## src/rtl/rsp_s1_prep_dc_remove.sv

```systemverilog
// rtl/rsp_s1_prep_dc_remove.sv - per-chirp DC mean estimate and subtraction ahead of the prep multiplier
// Samples are packed {imag, real}; each sample is offset by the previous chirp's mean.
module rsp_s1_prep_dc_remove #(
  parameter int SAMPLE_WIDTH = 32,
  parameter int LOG2_LEN     = 8,
  parameter int ACC_WIDTH    = SAMPLE_WIDTH/2 + LOG2_LEN
) (
  input  logic                    clk,
  input  logic                    rst,
  input  logic                    i_bypass,
  input  logic [SAMPLE_WIDTH-1:0] i_x0_data,
  input  logic                    i_x0_valid,
  input  logic                    i_sop,
  output logic [SAMPLE_WIDTH-1:0] o_y0,
  output logic                    o_y0_valid,
  output logic                    o_sop,
  output logic                    o_eop,
  output logic [SAMPLE_WIDTH-1:0] o_mean,
  output logic                    o_mean_valid,
  output logic                    o_err
);

  localparam int CW = SAMPLE_WIDTH / 2;
  localparam logic [LOG2_LEN-1:0] CNT_ONE  = LOG2_LEN'(1);
  localparam logic [LOG2_LEN-1:0] CNT_LAST = {LOG2_LEN{1'b1}};

  typedef enum logic {IDLE, ACCUM} state_t;

  state_t                     state_q;
  logic [LOG2_LEN-1:0]        cnt_q;
  logic signed [ACC_WIDTH-1:0] acc_re_q, acc_im_q;
  logic [CW-1:0]              u_re_q, u_im_q;
  logic                       mean_valid_q, err_q;

  logic [CW-1:0]              s1_x_re_q, s1_x_im_q, s1_u_re_q, s1_u_im_q;
  logic                       s1_valid_q, s1_sop_q, s1_eop_q, s1_byp_q;

  logic [SAMPLE_WIDTH-1:0]    y_q;
  logic                       y_valid_q, sop_q, eop_q;

  logic signed [ACC_WIDTH-1:0] x_re_ext, x_im_ext;
  logic signed [ACC_WIDTH-1:0] acc_re_d, acc_im_d;
  logic signed [ACC_WIDTH-1:0] mean_re_full, mean_im_full;
  logic [CW-1:0]              u_re_d, u_im_d;
  logic                       complete;

  always_comb begin
    x_re_ext     = {{LOG2_LEN{i_x0_data[CW-1]}}, i_x0_data[CW-1:0]};
    x_im_ext     = {{LOG2_LEN{i_x0_data[SAMPLE_WIDTH-1]}}, i_x0_data[SAMPLE_WIDTH-1:CW]};
    acc_re_d     = acc_re_q + x_re_ext;
    acc_im_d     = acc_im_q + x_im_ext;
    // Arithmetic shift floors toward -inf, so a sum of -1 gives a mean of -1.
    mean_re_full = acc_re_d >>> LOG2_LEN;
    mean_im_full = acc_im_d >>> LOG2_LEN;
    u_re_d       = mean_re_full[CW-1:0];
    u_im_d       = mean_im_full[CW-1:0];
    complete     = (state_q == ACCUM) && i_x0_valid && !i_sop && (cnt_q == CNT_LAST);
  end

  always_ff @(posedge clk or posedge rst) begin
    if (rst) begin
      state_q      <= IDLE;
      cnt_q        <= '0;
      acc_re_q     <= '0;
      acc_im_q     <= '0;
      u_re_q       <= '0;
      u_im_q       <= '0;
      mean_valid_q <= 1'b0;
      err_q        <= 1'b0;
    end else begin
      mean_valid_q <= 1'b0;
      err_q        <= 1'b0;
      if (i_x0_valid) begin
        if (i_sop) begin
          // A sop while accumulating abandons the partial chirp and restarts on this sample.
          err_q    <= (state_q == ACCUM);
          acc_re_q <= x_re_ext;
          acc_im_q <= x_im_ext;
          cnt_q    <= CNT_ONE;
          state_q  <= ACCUM;
        end else if (state_q == ACCUM) begin
          if (cnt_q == CNT_LAST) begin
            u_re_q       <= u_re_d;
            u_im_q       <= u_im_d;
            mean_valid_q <= 1'b1;
            cnt_q        <= '0;
            state_q      <= IDLE;
          end else begin
            acc_re_q <= acc_re_d;
            acc_im_q <= acc_im_d;
            cnt_q    <= cnt_q + CNT_ONE;
          end
        end
      end
    end
  end

  // Stage 1: the mean is captured with the sample, before this edge's mean update lands.
  always_ff @(posedge clk or posedge rst) begin
    if (rst) begin
      s1_valid_q <= 1'b0;
      s1_sop_q   <= 1'b0;
      s1_eop_q   <= 1'b0;
      s1_byp_q   <= 1'b0;
      s1_x_re_q  <= '0;
      s1_x_im_q  <= '0;
      s1_u_re_q  <= '0;
      s1_u_im_q  <= '0;
    end else begin
      s1_valid_q <= i_x0_valid;
      if (i_x0_valid) begin
        s1_sop_q  <= i_sop;
        s1_eop_q  <= complete;
        s1_byp_q  <= i_bypass;
        s1_x_re_q <= i_x0_data[CW-1:0];
        s1_x_im_q <= i_x0_data[SAMPLE_WIDTH-1:CW];
        s1_u_re_q <= u_re_q;
        s1_u_im_q <= u_im_q;
      end
    end
  end

  function automatic logic [CW-1:0] sat(input logic [CW:0] d);
    logic [CW-1:0] r;
    if (d[CW] != d[CW-1]) r = d[CW] ? {1'b1, {(CW-1){1'b0}}} : {1'b0, {(CW-1){1'b1}}};
    else                  r = d[CW-1:0];
    return r;
  endfunction

  logic [CW:0]   diff_re, diff_im;
  logic [CW-1:0] sat_re, sat_im;

  always_comb begin
    diff_re = {s1_x_re_q[CW-1], s1_x_re_q} - {s1_u_re_q[CW-1], s1_u_re_q};
    diff_im = {s1_x_im_q[CW-1], s1_x_im_q} - {s1_u_im_q[CW-1], s1_u_im_q};
    sat_re  = sat(diff_re);
    sat_im  = sat(diff_im);
  end

  always_ff @(posedge clk or posedge rst) begin
    if (rst) begin
      y_q       <= '0;
      y_valid_q <= 1'b0;
      sop_q     <= 1'b0;
      eop_q     <= 1'b0;
    end else begin
      y_valid_q <= s1_valid_q;
      sop_q     <= s1_valid_q & s1_sop_q;
      eop_q     <= s1_valid_q & s1_eop_q;
      if (s1_valid_q) begin
        y_q <= s1_byp_q ? {s1_x_im_q, s1_x_re_q} : {sat_im, sat_re};
      end
    end
  end

  assign o_y0         = y_q;
  assign o_y0_valid   = y_valid_q;
  assign o_sop        = sop_q;
  assign o_eop        = eop_q;
  assign o_mean       = {u_im_q, u_re_q};
  assign o_mean_valid = mean_valid_q;
  assign o_err        = err_q;

endmodule

```

## config.mk

```make
export PLATFORM = sky130hd
export DESIGN_NAME = rsp_s1_prep_dc_remove
export DESIGN_NICKNAME = d
export VERILOG_FILES = /design/src/rtl/rsp_s1_prep_dc_remove.sv
export SDC_FILE = /design/constraint.sdc
export NUM_CORES = 1
export LEC_CHECK = 0
export BUFFER_PORTS_ARGS = -buffer_cell sky130_fd_sc_hd__buf_2
export CAP_MARGIN = 20
export CORE_UTILIZATION = 65
export CTS_CLUSTER_SIZE = 14
export DETAILED_ROUTE_END_ITERATION = 8
export PLACE_DENSITY = 0.87
export RECOVER_POWER = 25
export REMOVE_ABC_BUFFERS = 1
export SLEW_MARGIN = 5
export SYNTH_ARGS = -nofsm -noshare
export SYNTH_HDL_FRONTEND = slang
export SYNTH_SLANG_ARGS = --single-unit
```

## constraint.sdc

```tcl
create_clock -name clk -period 13.75 [get_ports clk]
set_clock_uncertainty 0.2 [all_clocks]
set_input_delay 2.75 -clock clk [delete_from_list [all_inputs] [get_ports clk]]
set_output_delay 2.75 -clock clk [all_outputs]
set_load 0.1 [all_outputs]
```

==> results of run 1 <==
[power groups by stage]
stage | clock network, mW | logic (mW) | registers [mW]
floorplan | 0 | 0.579 | 0.883
global placement | 0 | 0.903 | 0.721
detailed placement | 0 | 0.927 | 0.725
CTS | 0.520 | 0.935 | 0.715
global route | 0.542 | 1.03 | 0.728
finish | 0.515 | 0.949 | 0.717
[cell usage after synthesis (23+ instances only)]
cell,count,share of area
xor2_1,23,0.017
ha_1,81,0.086
inv_1,55,0.018
a21o_1,24,0.015
dfrtp_1,194,0.41
mux2_2,45,0.043
a21oi_1,94,0.040
nand2_1,181,0.058
clkbuf_1,47,0.015
xnor2_1,40,0.030
nor2_1,67,0.021
o21ai_0,145,0.062
[area by class of cell]
class                   count  area (µm²)
flip-flops and latches    194        4860
multi-input cells         964        6480
well taps                 225         282
clock buffers              19         453
clock inverters            13         148
fillers                  1197        4440
repair buffers            114         608
inverters                  55         208
[flip-flops by register name, summed over array words and instances, names as in the netlist, 16 cells and up]
signal,cells
o_y0,32
s1_u_im_q,16
u_im_q,16
s1_x_im_q,16
acc_re_q,24
u_re_q,16
acc_im_q,24
s1_u_re_q,16
s1_x_re_q,16
[worst max-delay path, cell delays in order]
cell and delay, ns:
clkbuf_1 1.65, buf_4 0.73, nand2_1 0.15, or3_1 0.36, inv_1 0.70, mux2_2 0.42
[through the flow]
step	hold slack, ns	std cells
2_1_floorplan	0.254	1213
3_3_place_gp	0.266	1550
3_5_place_dp	0.278	1550
4_1_cts	0.294	1582
5_1_grt	0.324	1584
6_report	0.293	1584
[kinds of logic (layout without fill, tap and decap cells)]
| logic type | count (synthesis) | in the layout |
|---|---|---|
| and+or+nand+nor | 377 | 377 |
| AOI/OAI and AO/OA | 376 | 376 |
| DFF | 194 | 194 |
| xor gates and xnor gates | 63 | 63 |
| adders and majority gates | 85 | 85 |
| buffers and inverters | 115 | 201 |
| muxes | 63 | 63 |
[metal layers]
metal	vias to the layer above	global-route usage	share of wire	wire length, µm
met1	4674	0.434	0.45	12500
met4	0	0.119	0.027	743
met3	65	0.0430	0.058	1610
met2	337	0.499	0.47	13000
li1	4685	-	-	-
met5	-	0	0	0
[path summary, 6_finish.rpt]
check	end	slack (ns)	cells after the start
setup / recovery	u_re_q[11]	7.09	6
hold / removal	acc_re_q[4]	0.29	2
setup reg to reg	o_y0[13]	8.68	14
hold reg to reg	acc_re_q[4]	0.29	2
max in group asynchronous	s1_valid_q	7.32	2
min in group asynchronous	cnt_q[4]	3.58	2
==> Implementation_results.wiki, run 1 <==
{| class="wikitable"
! Metric !! Value
|-
| Status || finished with violations
|-
| Failing checks || max-capacitance violations, max-slew violations
|-
| Endpoint kind of the worst setup timing path || flop
|-
| Vias per inst || between 6 and 7
|-
| Total placed instance area || ~0.012 mm²
|-
| Arrival time reported for the critical path endpoint || between 6 and 7 ns
|-
| First-pass GRT wire length || 45700 µm
|-
| Post-synthesis simple-gate area fraction || 0.149
|-
| Worst slew margin relative to its limit || -2.25
|-
| Top-level I/O count || between 100 and 150
|-
| Count of inserted antenna diode cells || 0
|-
| RSZ-0062 raised after global routing || false
|-
| FF+latch count, synth || 194
|-
| Number of design rule violations left after detail routing || 0
|-
| Highest fanout seen on the critical path || 60
|-
| Avg Cell Area, Syn || 9.24 µm²
|-
| FP Rows || 48
|-
| Post-DRT Antenna Nets || 0
|-
| Static leakage || just over 6 nW
|-
| Total Die Area || about 0.019 mm²
|-
| Number of antenna violations at the first check in global routing || 0
|-
| Count of cell types in the netlist || 75
|-
| Power per cell area || around 170 mW/mm²
|-
| Proportion of synthesized chip area in sequential cells || 0.413
|-
| Average wire length per cell after detail routing || approximately 18 µm
|-
| Transition time at the pin with the least slew margin || just under 5 ns
|-
| Starting DRC count in detailed routing || between 700 and 800
|-
| IO Port Bufs || between 100 and 150
|-
| Worst reg2reg path startpoint || s1_x_re_q[1]
|-
| Cell area after layout || 0.0130 mm²
|-
| Fraction of final layout cells with drive strength greater than 1 || 0.160
|-
| Most used flip-flop cell after synthesis || dfrtp_1
|-
| Number of nets in the layout || between 1000 and 1500
|-
| Sink count of the clock tree || around 190
|-
| Gr usage total || 0.313
|-
| Library cell used as clock root buffer || clkbuf_16
|-
| Multiplexer share of the synthesized area || 0.0584
|-
| Worst IR drop on VDD || between 0.1 and 0.15 mV
|-
| Number of max-cap violations || 3
|-
| Synthesis Warnings || 0
|-
| Most common cell after layout, fill and taps aside || dfrtp_1
|-
| Clock buffer depth || 2
|-
| Final Total Pwr || between 2 and 2.5 mW
|-
| Share of synthesized registers carrying an async set or reset || 1.00
|-
| Insertion delay to the later sink of the worst-skew pair || 0.43 ns
|-
| Cell internal power dissipation || roughly 1.3 mW
|-
| Final critical-path share of the clock period || 0.484
|-
| Critical path data required time || 13.87 ns
|-
| Router iterations before antenna repair || 5
|-
| Sequential Power Share || 0.329
|-
| Placed wire-length estimate || 18700 µm
|-
| Routed wire length || roughly 28000 µm
|-
| Clock group share of total power || 0.236
|-
| Total number of vias || 9761
|-
| Combinational Power Share || 0.435
|-
| Setup crit start kind || input port
|-
| Hold path start || acc_re_q[4]
|-
| Final number of setup-violating endpoints || 0
|-
| Cts-stage hold buffer count || 0
|-
| Time the worst path needs with I/O delays and setup || ~6.7 ns
|-
| Die X || about 140 µm
|-
| Highest clock frequency the design can meet || between 150 and 200 MHz
|-
| Area growth from synthesis to layout || 10.8%
|-
| EDFF count, synth || 0
|-
| Main combinational cell family by area after synthesis || compound AO/OA/AOI/OAI gates
|-
| Pin count of the biggest net entering global routing || roughly 110
|-
| Cell count after synthesis || roughly 1300
|-
| Net Switching || 0.905 mW
|-
| CTS HTree Levels || 4
|-
| GP Congestion || just under 0.9
|-
| Effective utilization at floorplan || 0.673
|-
| Compound-Gate Fraction of Synth Area || 0.203
|-
| Worst path setup slack after routing || ~7.1 ns
|-
| Post-CTS setup buffer count || 0
|-
| Crit path launch || i_x0_valid
|-
| Most frequent cells in the layout || dfrtp_1 (193), nand2_1 (181), o21ai_0 (145)
|-
| Number of buffers inserted during clock tree synthesis || 17
|-
| Parity-gate share of the synthesized area counting xor and xnor cells || 0.0469
|-
| Area of the mapped netlist || 0.0118 mm²
|-
| Path type of the worst min-delay path || reg2reg
|-
| Clock slew seen by the registers of the worst setup and hold paths || 0.07 ns
|-
| Vias in the first global route || between 9000 and 10000
|-
| Max-slew violation count || approximately 240
|-
| Chip height || 137 µm
|-
| Clock tree from TritonCTS || yes
|-
| Type of the worst setup path || in2reg
|-
| Total Neg Setup Slack || 0 ns
|-
| Synthesized-area fraction occupied by adder cells || 0.0930
|-
| Overflow left after global routing || 0
|-
| Utilization of the core after routing || 0.746
|-
| Worst slack at placement || between 7 and 8 ns
|-
| Net switching fraction of the power || 0.415
|-
| Post-CTS resize count || 0
|-
| Area of the core region || between 0.015 and 0.02 mm²
|-
| Final hold vios || 0
|}
Note: power is estimated with default switching activity, not from simulation.
==> inputs of run 2 (changes only) <==
--- a/config.mk
+++ b/config.mk
@@ -7,10 +7,10 @@
 export LEC_CHECK = 0
 export BUFFER_PORTS_ARGS = -buffer_cell sky130_fd_sc_hd__buf_2
 export CAP_MARGIN = 20
-export CORE_UTILIZATION = 65
+export CORE_UTILIZATION = 61
 export CTS_CLUSTER_SIZE = 14
 export DETAILED_ROUTE_END_ITERATION = 8
-export PLACE_DENSITY = 0.87
+export PLACE_DENSITY = 0.82
 export RECOVER_POWER = 25
 export REMOVE_ABC_BUFFERS = 1
 export SLEW_MARGIN = 5
==> constraint.sdc (replaced) <==
create_clock -name clk -period 6.9 [get_ports clk]
set_clock_uncertainty 0.2 [all_clocks]
set_input_delay 1.38 -clock clk [delete_from_list [all_inputs] [get_ports clk]]
set_output_delay 1.38 -clock clk [all_outputs]
set_load 0.1 [all_outputs]
==> Implementation_results.wiki, run 2 (same netlist as run 1, synthesis figures left out) <==
{| class="wikitable"
! Metric !! Value
|-
| Status || finished with violations
|-
| Failing checks || max-capacitance violations, max-slew violations
|-
| Router iterations before antenna repair || 7
|-
| Sink count of the clock tree || a little under 200
|-
| Total Die Area || between 0.015 and 0.02 mm²
|-
| Average wire length per cell after detail routing || about 17 µm
|-
| Number of buffers inserted during clock tree synthesis || 17
|-
| Pin count of the biggest net entering global routing || between 100 and 150
|-
| Number of max-cap violations || 2
|-
| Arrival time reported for the critical path endpoint || between 5 and 6 ns
|-
| Worst reg2reg path startpoint || s1_x_re_q[1]
|-
| Clock tree from TritonCTS || yes
|-
| Vias per inst || 6.03
|-
| Vias in the first global route || roughly 9600
|-
| Insertion delay to the later sink of the worst-skew pair || 0.44 ns
|-
| Crit path max-delay family || buffers and inverters
|-
| Post-DRT Antenna Nets || 0
|-
| Fraction of final layout cells with drive strength greater than 1 || 0.158
|-
| Combined buffer and inverter count along the critical path || 1
|-
| Total number of vias || about 9800
|-
| Routed wire length || around 28000 µm
|-
| Highest fanout seen on the critical path || 51
|-
| IO Port Bufs || between 100 and 150
|-
| Final hold vios || 0
|-
| RSZ-0062 raised after global routing || false
|-
| R2R cell count || 14
|-
| Path type of the worst min-delay path || reg2reg
|-
| Final critical-path share of the clock period || 0.704
|-
| Die X || around 140 µm
|-
| Effective utilization at floorplan || 0.625
|-
| Max-slew violation count || 194
|-
| Count of inserted antenna diode cells || 0
|-
| CP peak stage delay || between 1.5 and 2 ns
|-
| FP Rows || 50
|-
| Number of design rule violations left after detail routing || 0
|-
| GP Congestion || ~0.87
|-
| Worst slew margin relative to its limit || -1.01
|-
| Top-level I/O count || about 110
|-
| Worst IR drop on VDD || approximately 0.22 mV
|-
| DP Cell Count || 1584
|-
| Most frequent cells in the layout || dfrtp_1 (194), nand2_1 (181), o21ai_0 (145)
|-
| Library cell used as clock root buffer || clkbuf_16
|-
| Time the worst path needs with I/O delays and setup || 4.86 ns
|-
| Starting DRC count in detailed routing || about 700
|-
| Transition time at the pin with the least slew margin || between 3 and 4 ns
|-
| Post-CTS setup buffer count || 0
|-
| Hold path start || acc_re_q[18]
|-
| Area of the core region || about 0.019 mm²
|-
| Area growth from synthesis to layout || 11.1%
|-
| Highest clock frequency the design can meet || a little over 200 MHz
|-
| Static leakage || between 6 and 7 nW
|-
| Endpoint of the most critical register-to-register path || o_y0[2]
|-
| Worst path slowest cell || clkbuf_1
|-
| First-pass GRT wire length || roughly 47000 µm
|-
| Sink of the worst hold path || acc_re_q[18]
|-
| Gr usage total || 0.301
|-
| Most common cell after layout, fill and taps aside || dfrtp_1
|-
| Type of the worst setup path || in2reg
|-
| Final number of setup-violating endpoints || 0
|-
| Cell Count, Final, Fillers Out || ~1600
|-
| Largest register FFs || 32
|-
| Chip height || between 100 and 150 µm
|-
| Cts-stage hold buffer count || 0
|-
| Worst hold path stage count || 2
|-
| Setup crit start kind || input port
|-
| Endpoint kind of the worst setup timing path || flop
|-
| Total Neg Setup Slack || 0 ns
|-
| Post-CTS resize count || 0
|-
| CTS HTree Levels || 4
|-
| Power per cell area || approximately 330 mW/mm²
|-
| Critical path data required time || between 7 and 8 ns
|-
| Overflow left after global routing || 0
|-
| Number of antenna violations at the first check in global routing || 0
|-
| Worst path cell trace || clkbuf_1 -> o21ai_4 -> nor2_1 -> nand2_1 -> o21ai_0
|-
| Clock buffer depth || 2
|-
| Placed wire-length estimate || between 15000 and 20000 µm
|-
| Number of nets in the layout || roughly 1500
|-
| Clock slew seen by the registers of the worst setup and hold paths || 0.07 ns
|-
| Worst setup slack for register-to-register paths || 2.15 ns
|}
-- run 2: worst max path at each step --
stage / cells after the start / start / to
2_1_floorplan: 1 / rst / acc_im_q[0]
3_3_place_gp: 11 / i_x0_data[16] / acc_im_q[22]
3_5_place_dp: 14 / s1_x_re_q[1] / o_y0[13]
4_1_cts: 14 / s1_x_re_q[1] / o_y0[2]
5_1_grt: 5 / i_x0_valid / cnt_q[3]
6_report: 5 / i_x0_valid / cnt_q[2]
-- run 2: layout make-up --
cell class | count | area (µm²)
multi-input combinational | 964 | 6480
fill | 1404 | 5760
sequential | 194 | 4850
timing repair buffer | 113 | 596
clock buffer | 21 | 470
tap | 260 | 325
inverter | 55 | 210
clock inverter | 11 | 126
-- run 2: worst reg2reg max path, cell delays in order, from the launching register on --
cell and delay (ns):
dfrtp_1 0.43, ha_1 0.30, nor2b_1 0.14, o31a_1 0.27, o211ai_1 0.24, a21oi_1 0.14, nor3_1 0.33, o31ai_1 0.19
a2111oi_0 0.65, a311o_1 0.21, ha_1 0.39, nand2_1 0.12, a21oi_1 0.08, nor2_1 0.70, a21oi_1 0.18
-- run 2: where the power goes --
part           switching [mW]  leakage, nW  total (mW)  internal (mW)
Sequential              0.127         2.45        1.44           1.31
Clock                   0.448        0.294        1.01          0.565
Combinational            1.22         3.32        1.89          0.671
Total                    1.79         6.06        4.34           2.55
-- run 2: per-stage QoR --
step	setup slack, ns	instance area, µm²	power (mW)	utilization	hold WS [ns]
2_1_floorplan	0.0361	11500	2.91	-	0.254
3_3_place_gp	2.54	12500	3.24	0.661	0.263
3_5_place_dp	2.31	12500	3.29	0.661	0.278
4_1_cts	2.24	13100	4.32	0.693	0.292
5_1_grt	1.61	13100	4.57	0.694	0.322
6_report	2.04	13100	4.34	0.694	0.287
-- run 2: metal layers --
metal  wire length, µm  track usage
met2             12900        0.481
met4              1040        0.137
met5                 0            0
met3              1610       0.0510
met1             12600        0.403
==> inputs of run 3 (changes only) <==
--- a/config.mk
+++ b/config.mk
@@ -7,10 +7,10 @@
 export LEC_CHECK = 0
 export BUFFER_PORTS_ARGS = -buffer_cell sky130_fd_sc_hd__buf_2
 export CAP_MARGIN = 20
-export CORE_UTILIZATION = 61
+export CORE_UTILIZATION = 55
 export CTS_CLUSTER_SIZE = 14
 export DETAILED_ROUTE_END_ITERATION = 8
-export PLACE_DENSITY = 0.82
+export PLACE_DENSITY = 0.79
 export RECOVER_POWER = 25
 export REMOVE_ABC_BUFFERS = 1
 export SLEW_MARGIN = 5
==> constraint.sdc (replaced) <==
create_clock -name clk -period 4.2 [get_ports clk]
set_clock_uncertainty 0.2 [all_clocks]
set_input_delay 0.84 -clock clk [delete_from_list [all_inputs] [get_ports clk]]
set_output_delay 0.84 -clock clk [all_outputs]
set_load 0.1 [all_outputs]
==> Implementation_results.wiki, run 3 (same netlist as run 1, synthesis figures left out) <==
{| class="wikitable"
! Metric !! Value
|-
| Failing checks || max-capacitance violations, max-slew violations
|-
| CTS HTree Levels || 4
|-
| Count of inserted antenna diode cells || 0
|-
| Status || finished with violations
|-
| Insertion delay to the later sink of the worst-skew pair || ~0.44 ns
|-
| Most frequent cells in the layout || dfrtp_1 (193), nand2_1 (181), o21ai_0 (145)
|-
| Sequential cell area || 0.00486 mm²
|-
| Critical path data required time || around 4.4 ns
|-
| Number of buffers inserted during clock tree synthesis || 17
|-
| Routed wire length || around 29000 µm
|-
| Largest register FFs || 32
|-
| Total number of vias || 9900
|-
| Highest fanout seen on the critical path || 11
|-
| Clock tree from TritonCTS || yes
|-
| Combinational Power Share || 0.435
|-
| RSZ-0062 raised after global routing || false
|-
| Fraction of final layout cells with drive strength greater than 1 || 0.166
|-
| Worst slack at placement || -0.0181 ns
|-
| Worst slew margin relative to its limit || -0.752
|-
| Transition time at the pin with the least slew margin || between 2 and 3 ns
|-
| Time the worst path needs with I/O delays and setup || 3.92 ns
|-
| Total placed instance area || around 0.013 mm²
|-
| Pin count of the biggest net entering global routing || 122
|-
| Static leakage || between 6 and 7 nW
|-
| Gr usage total || 0.270
|-
| Path type of the worst min-delay path || reg2reg
|-
| Number of design rule violations left after detail routing || 0
|-
| Cell internal power dissipation || approximately 4.2 mW
|-
| Min Hold Slack || just under 0.3 ns
|-
| Clock group share of total power || 0.237
|-
| Area of the core region || approximately 0.021 mm²
|-
| Total Die Area || roughly 0.022 mm²
|-
| Effective utilization at floorplan || 0.560
|-
| Number of antenna violations at the first check in global routing || 0
|-
| Vias per inst || approximately 6.0
|-
| Clock slew seen by the registers of the worst setup and hold paths || 0.07 ns
|-
| Arrival time reported for the critical path endpoint || between 4 and 5 ns
|-
| Placed wire-length estimate || roughly 20000 µm
|-
| Post-CTS setup buffer count || 0
|-
| Sink count of the clock tree || 194
|-
| Average wire length per cell after detail routing || 17.6 µm
|-
| IO Port Bufs || between 100 and 150
|-
| Library cell used as clock root buffer || clkbuf_16
|-
| Final critical-path share of the clock period || 0.933
|-
| Overflow left after global routing || 0
|-
| GP Congestion || a little over 0.9
|-
| Type of the worst setup path || reg2reg
|-
| Net switching fraction of the power || 0.410
|-
| Worst IR drop on VDD || just under 0.3 mV
|-
| Most common cell after layout, fill and taps aside || dfrtp_1
|-
| Net Switching || 2.94 mW
|-
| Filler Cell Count || 1725
|-
| Endpoint kind of the worst setup timing path || flop
|-
| Top-level I/O count || around 110
|-
| Highest clock frequency the design can meet || 255 MHz
|-
| Die X || roughly 150 µm
|-
| Worst path setup slack after routing || around 0.28 ns
|-
| Area growth from synthesis to layout || 12.0%
|-
| Cell area after layout || approximately 0.013 mm²
|-
| Starting DRC count in detailed routing || approximately 700
|-
| Multi-input gate area || 0.00650 mm²
|-
| Cts-stage hold buffer count || 0
|-
| Number of nets in the layout || about 1500
|-
| Sequential Power Share || 0.328
|-
| Number of max-cap violations || 1
|-
| Utilization of the core after routing || 0.627
|-
| Chip height || between 100 and 150 µm
|-
| First-pass GRT wire length || 47100 µm
|-
| Max-slew violation count || between 100 and 150
|-
| Power per cell area || 544 mW/mm²
|-
| Vias in the first global route || 9571
|-
| Clock buffer depth || 2
|-
| Final hold vios || 0
|-
| Final number of setup-violating endpoints || 0
|-
| Post-DRT Antenna Nets || 0
|-
| Setup crit start kind || flop
|-
| Router iterations before antenna repair || 5
|-
| FP Rows || 53
|}
run 3: worst paths after layout:
check / startpoint / endpoint / slack, ns / cells past startpoint
max: s1_x_re_q[2] / o_y0[6] / 0.28 / 15
min: acc_re_q[2] / acc_re_q[2] / 0.29 / 2
max reg2reg: s1_x_re_q[2] / o_y0[6] / 0.28 / 15
min reg2reg: acc_re_q[2] / acc_re_q[2] / 0.29 / 2
max in group asynchronous: rst / s1_valid_q / 1.30 / 2
min in group asynchronous: rst / o_err / 0.98 / 2
run 3: final cells by class:
type | count | share of cell area
clock buffer | 21 | 0.0342
tap | 275 | 0.0261
multi-input combinational | 964 | 0.494
timing repair buffer | 122 | 0.0497
inverter | 55 | 0.0160
sequential | 194 | 0.369
clock inverter | 11 | 0.0117
run 3: repair_timing:
action	in CTS	in global routing
pin swaps	0	1
setup endpoints to repair	12	15
gates resized for setup	1	4
hold endpoints to repair	0	0
run 3: routing by layer:
metal  GRT usage  part of all wire  vias to the layer above  wire length, µm
met5           0                 0                        -                0
met4       0.116             0.029                        0              838
met3      0.0426             0.059                       73             1710
met2       0.426              0.46                      311            13400
met1       0.370              0.45                     4843            13000
li1            -                 -                     4673                -
run 3: worst max-delay path, stage by stage, from the launching register on:
cell       delay [ns]
dfrtp_1          0.39
ha_1             0.36
o21a_1           0.15
o31a_1           0.21
o211ai_1         0.13
a21oi_1          0.26
nor3_2           0.10
o31ai_2          0.40
a2111oi_2        0.15
a311o_1          0.36
ha_1             0.37
nand2_1          0.09
a21oi_2          0.23
nor2_1           0.08
buf_4            0.19
a21oi_1          0.17
run 3: power groups by stage:
| stage | sequential (mW) | combinational, mW | clock, mW |
|---|---|---|---|
| 2_1_floorplan | 2.89 | 1.89 | 0 |
| 3_5_place_dp | 2.38 | 3.05 | 0 |
| 5_1_grt | 2.38 | 3.40 | 1.79 |
| 6_report | 2.35 | 3.11 | 1.70 |
| 3_3_place_gp | 2.37 | 2.97 | 0 |
| 4_1_cts | 2.35 | 3.08 | 1.73 |
run 3: through the flow:
step	power, mW	setup TNS (ns)	instances
after floorplan	4.79	-434.84	1213
after global placement	5.34	0	1609
after detailed placement	5.43	-0.0227	1609
after CTS	7.15	0	1641
after global routing	7.57	0	1642
final	7.17	0	1642
